<file path="src/rtl/serial_word_compare_if.sv">
// serial_word_compare_if
//   Bundles the serial compare handshake between the upstream bit comparator
//   (and its controller) and the word-level compare block.
//   Signals:
//     start    : begin a new word comparison
//     valid    : f3 carries a valid bit this cycle
//     f3       : per-bit equality from the comparator (1 = bits equal)
//     busy     : comparison in progress
//     done     : one-cycle pulse, result outputs just updated
//     eq       : 1 = every bit of the last word matched
//     mismatch : number of unequal bits in the last word (0..WIDTH)
//   Modports:
//     master : drives start/valid/f3, observes the results
//     slave  : the compare block itself
interface serial_word_compare_if #(
  parameter int WIDTH = 8
);
  localparam int CW = $clog2(WIDTH + 1);

  logic          start;
  logic          valid;
  logic          f3;
  logic          busy;
  logic          done;
  logic          eq;
  logic [CW-1:0] mismatch;

  modport master (
    output start, valid, f3,
    input  busy, done, eq, mismatch
  );

  modport slave (
    input  start, valid, f3,
    output busy, done, eq, mismatch
  );
endinterface

</file>
<file path="src/rtl/serial_word_compare.sv">
// serial_word_compare
//   Accumulates WIDTH valid per-bit equality flags (f3) into a whole-word
//   result: eq (all bits matched), mismatch (count of unequal bits) and a
//   one-cycle done pulse. VALID=0 cycles inside a word are stalls.
//   Ports:
//     clk   : system clock, rising edge
//     rst_n : asynchronous active-low reset
//     bus   : serial_word_compare_if.slave (start/valid/f3 in,
//             busy/done/eq/mismatch out)
module serial_word_compare #(
  parameter int WIDTH = 8
) (
  input  logic                  clk,
  input  logic                  rst_n,
  serial_word_compare_if.slave  bus
);
  localparam int CW = $clog2(WIDTH + 1);

  typedef enum logic [1:0] {
    IDLE = 2'd0,
    CMP  = 2'd1,
    FIN  = 2'd2
  } state_t;

  state_t        state_reg;
  state_t        state_next;
  logic [CW-1:0] bit_cnt_reg;
  logic [CW-1:0] mm_cnt_reg;
  logic          eq_run_reg;
  logic          eq_reg;
  logic [CW-1:0] mismatch_reg;

  logic          start_word;
  logic          bit_take;
  logic          last_bit;
  logic [CW-1:0] mm_inc;
  logic [CW-1:0] mm_cnt_next;

  // A new word may begin from IDLE or directly out of FIN (back-to-back).
  assign start_word  = bus.start && (state_reg == IDLE || state_reg == FIN);
  assign bit_take    = (state_reg == CMP) && bus.valid;
  assign last_bit    = bit_take && (bit_cnt_reg == CW'(WIDTH - 1));
  assign mm_inc      = {{(CW-1){1'b0}}, ~bus.f3};
  // Includes the bit sampled this cycle so the final bit lands in the result.
  assign mm_cnt_next = mm_cnt_reg + mm_inc;

  // State register
  always_ff @(posedge clk or negedge rst_n) begin
    if (!rst_n) begin
      state_reg <= IDLE;
    end else begin
      state_reg <= state_next;
    end
  end

  // Next-state logic
  always_comb begin
    state_next = state_reg;
    unique case (state_reg)
      IDLE:    if (bus.start) state_next = CMP;
      CMP:     if (last_bit)  state_next = FIN;
      FIN:     state_next = bus.start ? CMP : IDLE;
      default: state_next = IDLE;
    endcase
  end

  // Outputs decoded straight from the state register, so they are glitch-free
  always_comb begin
    bus.busy = (state_reg == CMP);
    bus.done = (state_reg == FIN);
  end

  // Running counters and the held result. The result is only written on the
  // edge that enters FIN, so it stays stable for the whole of the next word.
  always_ff @(posedge clk or negedge rst_n) begin
    if (!rst_n) begin
      bit_cnt_reg  <= '0;
      mm_cnt_reg   <= '0;
      eq_run_reg   <= 1'b0;
      eq_reg       <= 1'b0;
      mismatch_reg <= '0;
    end else if (start_word) begin
      bit_cnt_reg <= '0;
      mm_cnt_reg  <= '0;
      eq_run_reg  <= 1'b1;
    end else if (bit_take) begin
      bit_cnt_reg <= bit_cnt_reg + 1'b1;
      mm_cnt_reg  <= mm_cnt_next;
      if (!bus.f3) begin
        eq_run_reg <= 1'b0;
      end
      if (last_bit) begin
        eq_reg       <= eq_run_reg & bus.f3;
        mismatch_reg <= mm_cnt_next;
      end
    end
  end

  assign bus.eq       = eq_reg;
  assign bus.mismatch = mismatch_reg;
endmodule

</file>
<file path="src/flat_wrapper.sv">
// flat-port wrapper written by rule: the top's interface ports become plain ports
module serial_word_compare_flat 
#(
  parameter int WIDTH = 8
)
  (clk, rst_n, bus_start, bus_valid, bus_f3, bus_busy, bus_done, bus_eq, bus_mismatch);
  serial_word_compare_if #(.WIDTH(WIDTH)) bus_i ();
  input  logic clk;
  input  logic rst_n;
  input wire logic [$bits(bus_i.start)-1:0] bus_start;
  input wire logic [$bits(bus_i.valid)-1:0] bus_valid;
  input wire logic [$bits(bus_i.f3)-1:0] bus_f3;
  output wire logic [$bits(bus_i.busy)-1:0] bus_busy;
  output wire logic [$bits(bus_i.done)-1:0] bus_done;
  output wire logic [$bits(bus_i.eq)-1:0] bus_eq;
  output wire logic [$bits(bus_i.mismatch)-1:0] bus_mismatch;
  assign bus_i.start = bus_start;
  assign bus_i.valid = bus_valid;
  assign bus_i.f3 = bus_f3;
  assign bus_busy = bus_i.busy;
  assign bus_done = bus_i.done;
  assign bus_eq = bus_i.eq;
  assign bus_mismatch = bus_i.mismatch;
  serial_word_compare #(.WIDTH(WIDTH)) u_core (.clk(clk), .rst_n(rst_n), .bus(bus_i));
endmodule
</file>
<file path="config.mk">
export PLATFORM = sky130hd
export DESIGN_NAME = serial_word_compare_flat
export DESIGN_NICKNAME = d
export VERILOG_FILES = /design/src/rtl/serial_word_compare_if.sv /design/src/rtl/serial_word_compare.sv /design/src/flat_wrapper.sv
export SDC_FILE = /design/constraint.sdc
export NUM_CORES = 1
export LEC_CHECK = 0
export CORE_MARGIN = 3
export CORE_UTILIZATION = 54
export DETAILED_ROUTE_END_ITERATION = 16
export GPL_TIMING_DRIVEN = 0
export PLACE_DENSITY = 0.8
export SKIP_CTS_REPAIR_TIMING = 1
export SLEW_MARGIN = 30
export SYNTH_ARGS = -nofsm -noshare
export SYNTH_HDL_FRONTEND = slang
export SYNTH_SLANG_ARGS = --single-unit
export TNS_END_PERCENT = 20
</file>
<file path="constraint.sdc">
create_clock -name clk -period 3.4 [get_ports clk]
set_input_delay 0.68 -clock clk [delete_from_list [all_inputs] [get_ports clk]]
set_output_delay 0.68 -clock clk [all_outputs]
set_load 0.01 [all_outputs]
</file>
Word-level counts from Yosys, hierarchy flattened
Cells that the tools add are included.

storage, ports and cells
  bits in registers = 16
  input bits = 5
  output and inout bits = 7
  logic and storage cells = 37

cells by class
  add/subtract/negate cells = 2
  eq/ne operators = 6
  mux-type cells = 11
  bitwise logic cells = 3
  reduce and logical (&&, ||, !) cells = 9

operators with widths
  operator                                        count
  2-to-1 mux 4 bit                                4
  case mux 2 bit (3 select lines)                 1
  adder 4 x 1 -> 4 bit                            1
  adder 4 x 1 -> 4 bit (second input constant)    1
  == test 4 x 3 -> 1 bit (second input constant)  1
  2-to-1 mux 1 bit                                4
  2-to-1 mux 2 bit                                2
  != test 2 x 1 -> 1 bit (second input constant)  2
  AND reduction 2 bit                             2
  logical AND 1 bit                               3
  AND reduction 3 bit                             1
  == test 2 x 1 -> 1 bit (second input constant)  1
  == test 2 bit (second input constant)           1
  logical NOT 2 bit                               1
  != test 2 bit (second input constant)           1
  inverter 1 bit                                  2
  nonzero test 2 bit                              1
  AND 1 bit                                       1
  logical OR 1 bit                                1

Logic depth before layout (Yosys ltp)
Gate-level depths: netlist of the first run.

  depth in word-level cells = 5
  depth in mapped cells = 6
  gate-level depth less buffers = 6

Least setup slack after synthesis of the first run
OpenSTA, ideal clock, no wires.

  kind = input-to-reg
  from = in bus_f3
  to = reg u_core.mismatch_reg[2], in the netlist u_core.bus.mismatch[2]
  library setup time = 0.125 ns
  data arrival time = 1.440 ns
  data required time = 3.275 ns
  setup slack = 1.835 ns
  stages = 6
  path buffers = 0
  path through = inv_1 > ha_1 > ha_1 > nand2b_1 > nand2_1 > mux2_2

on the way
  cells in the longest elaborated chain, start to end = 2

ends and longest elaborated chain
  what                    line                       text
  start: declaration      flat_wrapper.sv:12         input wire logic [$bits(bus_i.f3)-1:0] bus_f3;
  inverter 1 bit          serial_word_compare.sv:43  assign mm_inc = {{(CW-1){1'b0}}, ~bus.f3};
  adder 4 x 1 -> 4 bit    serial_word_compare.sv:45  assign mm_cnt_next = mm_cnt_reg + mm_inc;
  end signal: assignment  serial_word_compare.sv:94  mismatch_reg <= mm_cnt_next;
  end: declaration        serial_word_compare.sv:31  logic [CW-1:0] mismatch_reg;

No other way between the ends.
A chain may end at the register's enable or synchronous reset.

Worst setup path in the final report of the first run
  from = reg u_core.state_reg[0]
  to = out bus_busy

on the way
  cells in the longest elaborated chain, start to end = 1

ends and longest elaborated chain
  what                      line                       text
  start: declaration        serial_word_compare.sv:25  state_t state_reg;
  start signal: assignment  serial_word_compare.sv:52  state_reg <= state_next;
  == test 2 x 1 -> 1 bit    serial_word_compare.sv:69  bus.busy = (state_reg == CMP);
  end: declaration          flat_wrapper.sv:13         output wire logic [$bits(bus_i.busy)-1:0] bus_busy;

No other way between the ends.

==> results of run 1 <==
==> where the power goes <==
| group | internal, mW | total [mW] | switching (mW) |
|---|---|---|---|
| registers | 0.262 | 0.320 | 0.0581 |
| logic | 0.130 | 0.246 | 0.116 |
| clock network | 0.0653 | 0.128 | 0.0624 |
| total | 0.458 | 0.695 | 0.237 |
==> critical path: cells and delay by family, from the launching register on <==
kind / cells / cell delay, ns
simple gates: 1 / 0.25
flops: 1 / 0.45
buf+inv: 1 / 0.57
==> kinds of logic (layout without fill, tap and decap cells) <==
group | after synthesis | in the layout | synth area share [%]
AND/OR/NAND/NOR | 24 | 24 | 20.67
flip-flops | 16 | 16 | 53.78
AO/OA/AOI/OAI | 10 | 10 | 7.732
buffers and inverters | 6 | 21 | 3.025
multiplexers | 5 | 5 | 7.395
adder cells (fa/ha/maj) | 3 | 3 | 5.043
XOR/XNOR | 2 | 2 | 2.353
==> metal layers <==
| layer | track usage [%] | vias up |
|---|---|---|
| li1 | - | 258 |
| met1 | 20.22 | 250 |
| met2 | 29.79 | 15 |
| met3 | 3.390 | 2 |
| met4 | 5.422 | 0 |
| met5 | 0 | - |
==> layout make-up <==
cell class              count  area, um^2  area share, %
repair buffers             11       110.1          12.12
plain buffers               1       3.754         0.4132
multi-input cells          44       321.6          35.40
flip-flops and latches     16       400.4          44.08
well taps                  14       17.52          1.928
clock buffers               4       36.28          3.994
inverters                   5       18.77          2.066
==> placed cells by master (no fill, tap or decap), drive strengths merged, types with 2 or more instances in the layout <==
master          n
dfrtp          16
clkdlybuf4s50  11
nand3           6
o21ai           6
inv             5
clkbuf          5
nand2           4
mux2            4
nand2b          3
nor2            3
ha              3
and2b           2
a21oi           2
a31o            2
==> through the flow <==
step	hold WS, ns	cell area (um^2)	power, mW	utilization, %	std cells
after floorplan	0.3844	744.5	0.4708	-	66
after global placement	0.4877	872.1	0.5584	72.60	91
after detailed placement	0.4995	872.1	0.5728	72.60	91
after CTS	0.5214	908.4	0.6994	75.63	95
after global routing	0.5426	908.4	0.7432	75.63	95
final	0.5188	908.4	0.6946	75.63	95
==> path summary, 6_finish.rpt <==
check | startpoint | endpoint | slack (ns) | cells after the start
max | u_core.state_reg[0]$_DFFE_PN0P_ | bus_busy | 1.16 | 2
min | u_core.mm_cnt_reg[0]$_DFFE_PN0P_ | u_core.mm_cnt_reg[0]$_DFFE_PN0P_ | 0.52 | 2
max reg2reg | u_core.bit_cnt_reg[0]$_DFFE_PN0P_ | u_core.bus.mismatch[2]$_DFFE_PN0P_ | 1.87 | 4
min reg2reg | u_core.mm_cnt_reg[0]$_DFFE_PN0P_ | u_core.mm_cnt_reg[0]$_DFFE_PN0P_ | 0.52 | 2
max in group asynchronous | rst_n | u_core.bit_cnt_reg[3]$_DFFE_PN0P_ | 2.15 | 1
min in group asynchronous | rst_n | u_core.mm_cnt_reg[3]$_DFFE_PN0P_ | 0.81 | 1
==> flow_summary.yaml, run 1 <==
outcome:
  status: "finished, final reports clean"
grt:
  grt_overflow_total: 0
  grt_first_pass_wirelength_um: 2339
  first_global_vias: 538
  grt_max_degree: 17
  grt_antenna_before_repair: 0
  track_usage_pct: 16.90
clock_tree:
  clock_tree.buffer_depth: 2
  clk_pin_slew_ns: 0.10
  ctsRootBufferMaster: "clkbuf_4"
  tritoncts.num_buffers: 3
  clk_latency_ns: 0.29
  htree_levels: 1
  cts.sink_count: 16
  clock_tree_from_tritoncts: "done"
timing:
  rsz_0062_raised_after_global_routing: "false"
  timing_hold_violations_final: 0
  relSlewSlack_pct: 52.44
  timing_max_transition_violations_final: 0
  clock-skew-final_ns: 0.003610
  layout_setup_ws_ns: 1.156
  tns_ns: 0
  max_clock_freq_mhz: 445.6
  period_share_pct: 66.00
  timing.final.setup_violations: 0
  fin_crit_ns: 2.244
  actual_slew_at_the_worst_max_slew_pin_ns: 0.7111
logic_synthesis:
  yosys.area.top_type: "dfrtp_1"
  yosysWarningCount: 0
  ys_top_cells_by_area: "dfrtp_1, mux2_2, ha_1"
  cell_area_after_synthesis_um2: 744.5
  synth_fp_nets: 74
  synth-edff-count: 0
  fraction_of_the_yosys_area_taken_by_sequential_cells_pct: 53.78
  synth_seq_cells: 16
  synthDistinctLibCells: 22
  most_numerous_cell_in_the_yosys_netlist: "dfrtp_1"
  synth.top_cell.area_share_pct: 53.78
  postSynth.asyncResetShare_pct: 100.0
  post_synth_inst_count: 66
  post_synth_most_frequent_cells: "dfrtp_1, nand3_1, o21ai_0, inv_1"
  primary_ff_master_synth: "dfrtp_1"
  post_synth.cell_area_avg_um2: 11.28
floorplan:
  die-area_um2: 1860
  start_util_pct: 61.98
  row_count: 12
  core_um2: 1201
  chipWidth_um: 43.13
  die_y_um: 43.13
  boundaryPins: 12
flow_run:
  timing.max_cap.violations: 0
finish:
  area.growth.synth_to_final_pct: 22.02
  final_nets: 90
  final.fill_count: 85
  drive_gt1_share_pct: 14.81
  antenna_diode_instance_count: 0
detailed_routing:
  met3RoutedLength_um: 81
  wl_um: 1326
  route.layer.met1.wl_um: 598
  wl_per_cell_um: 13.96
  routed-wl-met2_um: 627
  initial_detailed_routing_violation_count: 12
  first_pass_iters: 4
  viasPerCell: 5.526
  num_vias: 525
  route.top_layer_used: "met4"
  final_antenna_net_count: 0
  remaining_drc_errors: 0
critical_path:
  crit_slowest_cell: "clkdlybuf4s50_1"
  startpoint_to_endpoint_class_of_the_critical_path: "reg2out"
  worst_ep_required_time_ns: 2.72
  critical_path.cell_chain: "nor2b_1, clkdlybuf4s50_1"
  cp-end-kind: "output port"
  arrival_ns: 1.56
  crit_path_max_fanout: 6
  worst_path_largest_cell_delay_ns: 0.57
  crit_path_start_kind: "register"
placement:
  hpwlAfterDp_um: 982.8
  gpl.final_weighted_congestion: 0.7100
  dp_slack_ns: 1.111
  buffer_ports.inserted: 11
power_and_ir_drop:
  pwr_density_cell_nw_per_um2: 764.6
  static-leakage-power_nw: 0.4322
  max-vdd-ir-drop_mv: 0.4928
hold_path:
  worstHoldPathType: "reg2reg"
(Power assumes the default switching activity.)
==> inputs of run 2 (changes only) <==
--- a/config.mk
+++ b/config.mk
@@ -6,10 +6,10 @@
 export NUM_CORES = 1
 export LEC_CHECK = 0
 export CORE_MARGIN = 3
-export CORE_UTILIZATION = 54
+export CORE_UTILIZATION = 45
 export DETAILED_ROUTE_END_ITERATION = 16
 export GPL_TIMING_DRIVEN = 0
-export PLACE_DENSITY = 0.8
+export PLACE_DENSITY = 0.72
 export SKIP_CTS_REPAIR_TIMING = 1
 export SLEW_MARGIN = 30
 export SYNTH_ARGS = -nofsm -noshare
==> constraint.sdc (replaced) <==
create_clock -name clk -period 1.8 [get_ports clk]
set_input_delay 0.36 -clock clk [delete_from_list [all_inputs] [get_ports clk]]
set_output_delay 0.36 -clock clk [all_outputs]
set_load 0.01 [all_outputs]
==> run 2 against run 1 <==
  * Global-route usage decreased by 2.9 points
  * Combinational power is 100% higher
  * Cell count rose by 4.2%
  * Power up 91%
  * Core utilization is 14 points lower
  * Sequential share of layout area decreased by 1.1 points
  * Clock power rose by 84%
  * Largest power group unchanged
==> flow_summary.yaml, run 2 (synthesis results as in run 1) <==
critical_path:
  startpoint: "bus_valid"
  length_in_cells_of_the_worst_reg_to_reg_path: 4
  crit_path_start_kind: "input pin"
  crit_slowest_cell: "clkdlybuf4s50_1"
  rr_endpoint: "u_core.bus.mismatch[1]$_DFFE_PN0P_"
  crit_path_max_fanout: 7
  critical_path_cell_count: 4
  regToRegStartpoint: "u_core.state_reg[0]$_DFFE_PN0P_"
  worst_ep_required_time_ns: 1.98
  timing.critical_path.max_delay_family: "buffers and inverters"
  critical_path.cell_chain: "clkdlybuf4s50_1, nand3b_4, nor3_4, mux2_2"
  critical_path.endpoint: "u_core.bus.mismatch[1]$_DFFE_PN0P_"
  worst_path_largest_cell_delay_ns: 0.56
  cp-end-kind: "register"
  arrival_ns: 1.81
  rrSetupSlack_ns: 0.32
  cp.buffers_inverters: 1
  startpoint_to_endpoint_class_of_the_critical_path: "in2reg"
power_and_ir_drop:
  power.clock.fraction_pct: 17.8
  share_seq_of_total_power_pct: 44.8
  static-leakage-power_nw: 0.4645
  p_int_mw: 0.8896
  netSwitchingFraction_pct: 32.87
  share_of_total_power_in_combinational_logic_pct: 37.4
  pwr_density_cell_nw_per_um2: 1418
  max-vdd-ir-drop_mv: 0.6461
  switching_power_mw: 0.4355
timing:
  relSlewSlack_pct: 51.44
  period_share_pct: 90.63
  tns_ns: 0
  actual_slew_at_the_worst_max_slew_pin_ns: 0.7261
  whs_ns: 0.5001
  timing.final.setup_violations: 0
  clock-skew-final_ns: 0.004823
  rsz_0062_raised_after_global_routing: "false"
  fin_crit_ns: 1.631
  timing_max_transition_violations_final: 0
  timing_hold_violations_final: 0
  max_clock_freq_mhz: 613.0
detailed_routing:
  num_vias: 535
  viasPerCell: 5.404
  first_pass_iters: 2
  wl_um: 1243
  remaining_drc_errors: 0
  final_antenna_net_count: 0
  initial_detailed_routing_violation_count: 3
  wl_per_cell_um: 12.56
grt:
  grt_first_pass_wirelength_um: 2056
  grt_max_degree: 17
  grt_antenna_before_repair: 0
  first_global_vias: 476
  track_usage_pct: 13.96
  grt_overflow_total: 0
hold_path:
  worstHoldPathType: "in2async"
clock_tree:
  cts.sink_count: 16
  htree_levels: 1
  clk_latency_ns: 0.28
  clock_tree.buffer_depth: 2
  clock_tree_from_tritoncts: "done"
  ctsRootBufferMaster: "clkbuf_4"
  clk_pin_slew_ns: 0.10
  tritoncts.num_buffers: 3
floorplan:
  row_count: 14
  die-area_um2: 2179
  die_y_um: 46.68
  boundaryPins: 12
  start_util_pct: 48.85
  chipWidth_um: 46.68
  core_um2: 1524
finish:
  post_layout_nonfiller_instances: 99
  antenna_diode_instance_count: 0
  final_common_cell: "dfrtp_1"
  mostFrequentLayoutCells: "dfrtp_1, clkdlybuf4s50_1, nand3_1, o21ai_0, inv_1"
  finish.utilization_pct: 61.33
  final_nets: 92
  drive_gt1_share_pct: 19.28
  area.growth.synth_to_final_pct: 25.55
outcome:
  status: "finished, final reports clean"
placement:
  gpl.final_weighted_congestion: 0.6837
  buffer_ports.inserted: 11
  hpwlAfterDp_um: 879.6
  dp.cells: 93
flow_run:
  timing.max_cap.violations: 0
-- run 2: area by class of cell --
cell class | count | area (um^2)
Buffer | 1 | 3.754
Multi-Input combinational cell | 44 | 324.1
Clock buffer | 4 | 36.28
Tap cell | 16 | 20.02
Sequential cell | 16 | 401.6
Fill cell | 131 | 589.3
Timing Repair Buffer | 13 | 130.1
Inverter | 5 | 18.77
-- run 2: how the worst min path moves through the flow --
stage,to,slack (ns),cells after the start
floorplan,u_core.bit_cnt_reg[0]$_DFFE_PN0P_,0.06,0
global placement,u_core.mm_cnt_reg[0]$_DFFE_PN0P_,0.49,2
detailed placement,u_core.bus.mismatch[0]$_DFFE_PN0P_,0.50,1
CTS,u_core.bus.mismatch[0]$_DFFE_PN0P_,0.52,1
global route,u_core.bus.mismatch[2]$_DFFE_PN0P_,0.53,1
finish,u_core.mm_cnt_reg[1]$_DFFE_PN0P_,0.50,1
-- run 2: through the flow --
stage | cell area, um^2 | setup slack, ns | power [mW]
global placement | 874.6 | -0.1618 | 1.056
global route | 934.6 | 0.08115 | 1.429
finish | 934.6 | 0.1686 | 1.325
CTS | 910.9 | -0.1183 | 1.316
floorplan | 744.5 | 0.4696 | 0.8893
detailed placement | 874.6 | -0.1582 | 1.074
-- run 2: worst reg2reg max path: cells and delay by family, from the launching register on --
family | cells | cell delay (ns)
buffers and inverters | 1 | 0.12
DFF | 1 | 0.39
and+or+nand+nor | 2 | 0.49
muxes | 1 | 0.38
-- run 2: power groups by stage --
stage / Sequential, mW / Clock (mW) / Combinational, mW
after CTS: 0.600 / 0.246 / 0.470
final: 0.593 / 0.236 / 0.495
after detailed placement: 0.607 / 0 / 0.467
after global placement: 0.599 / 0 / 0.457
after global routing: 0.612 / 0.256 / 0.560
after floorplan: 0.606 / 0 / 0.284
-- run 2: per-layer routing --
layer | wire length, um | track usage (%) | vias to the layer above | part of all wire, %
li1 | - | - | 264 | -
met4 | 12 | 9.945 | 0 | 0.97
met5 | 0 | 0 | - | 0
met3 | 57 | 2.344 | 2 | 4.6
met2 | 604 | 20.05 | 8 | 49
met1 | 569 | 18.78 | 261 | 46
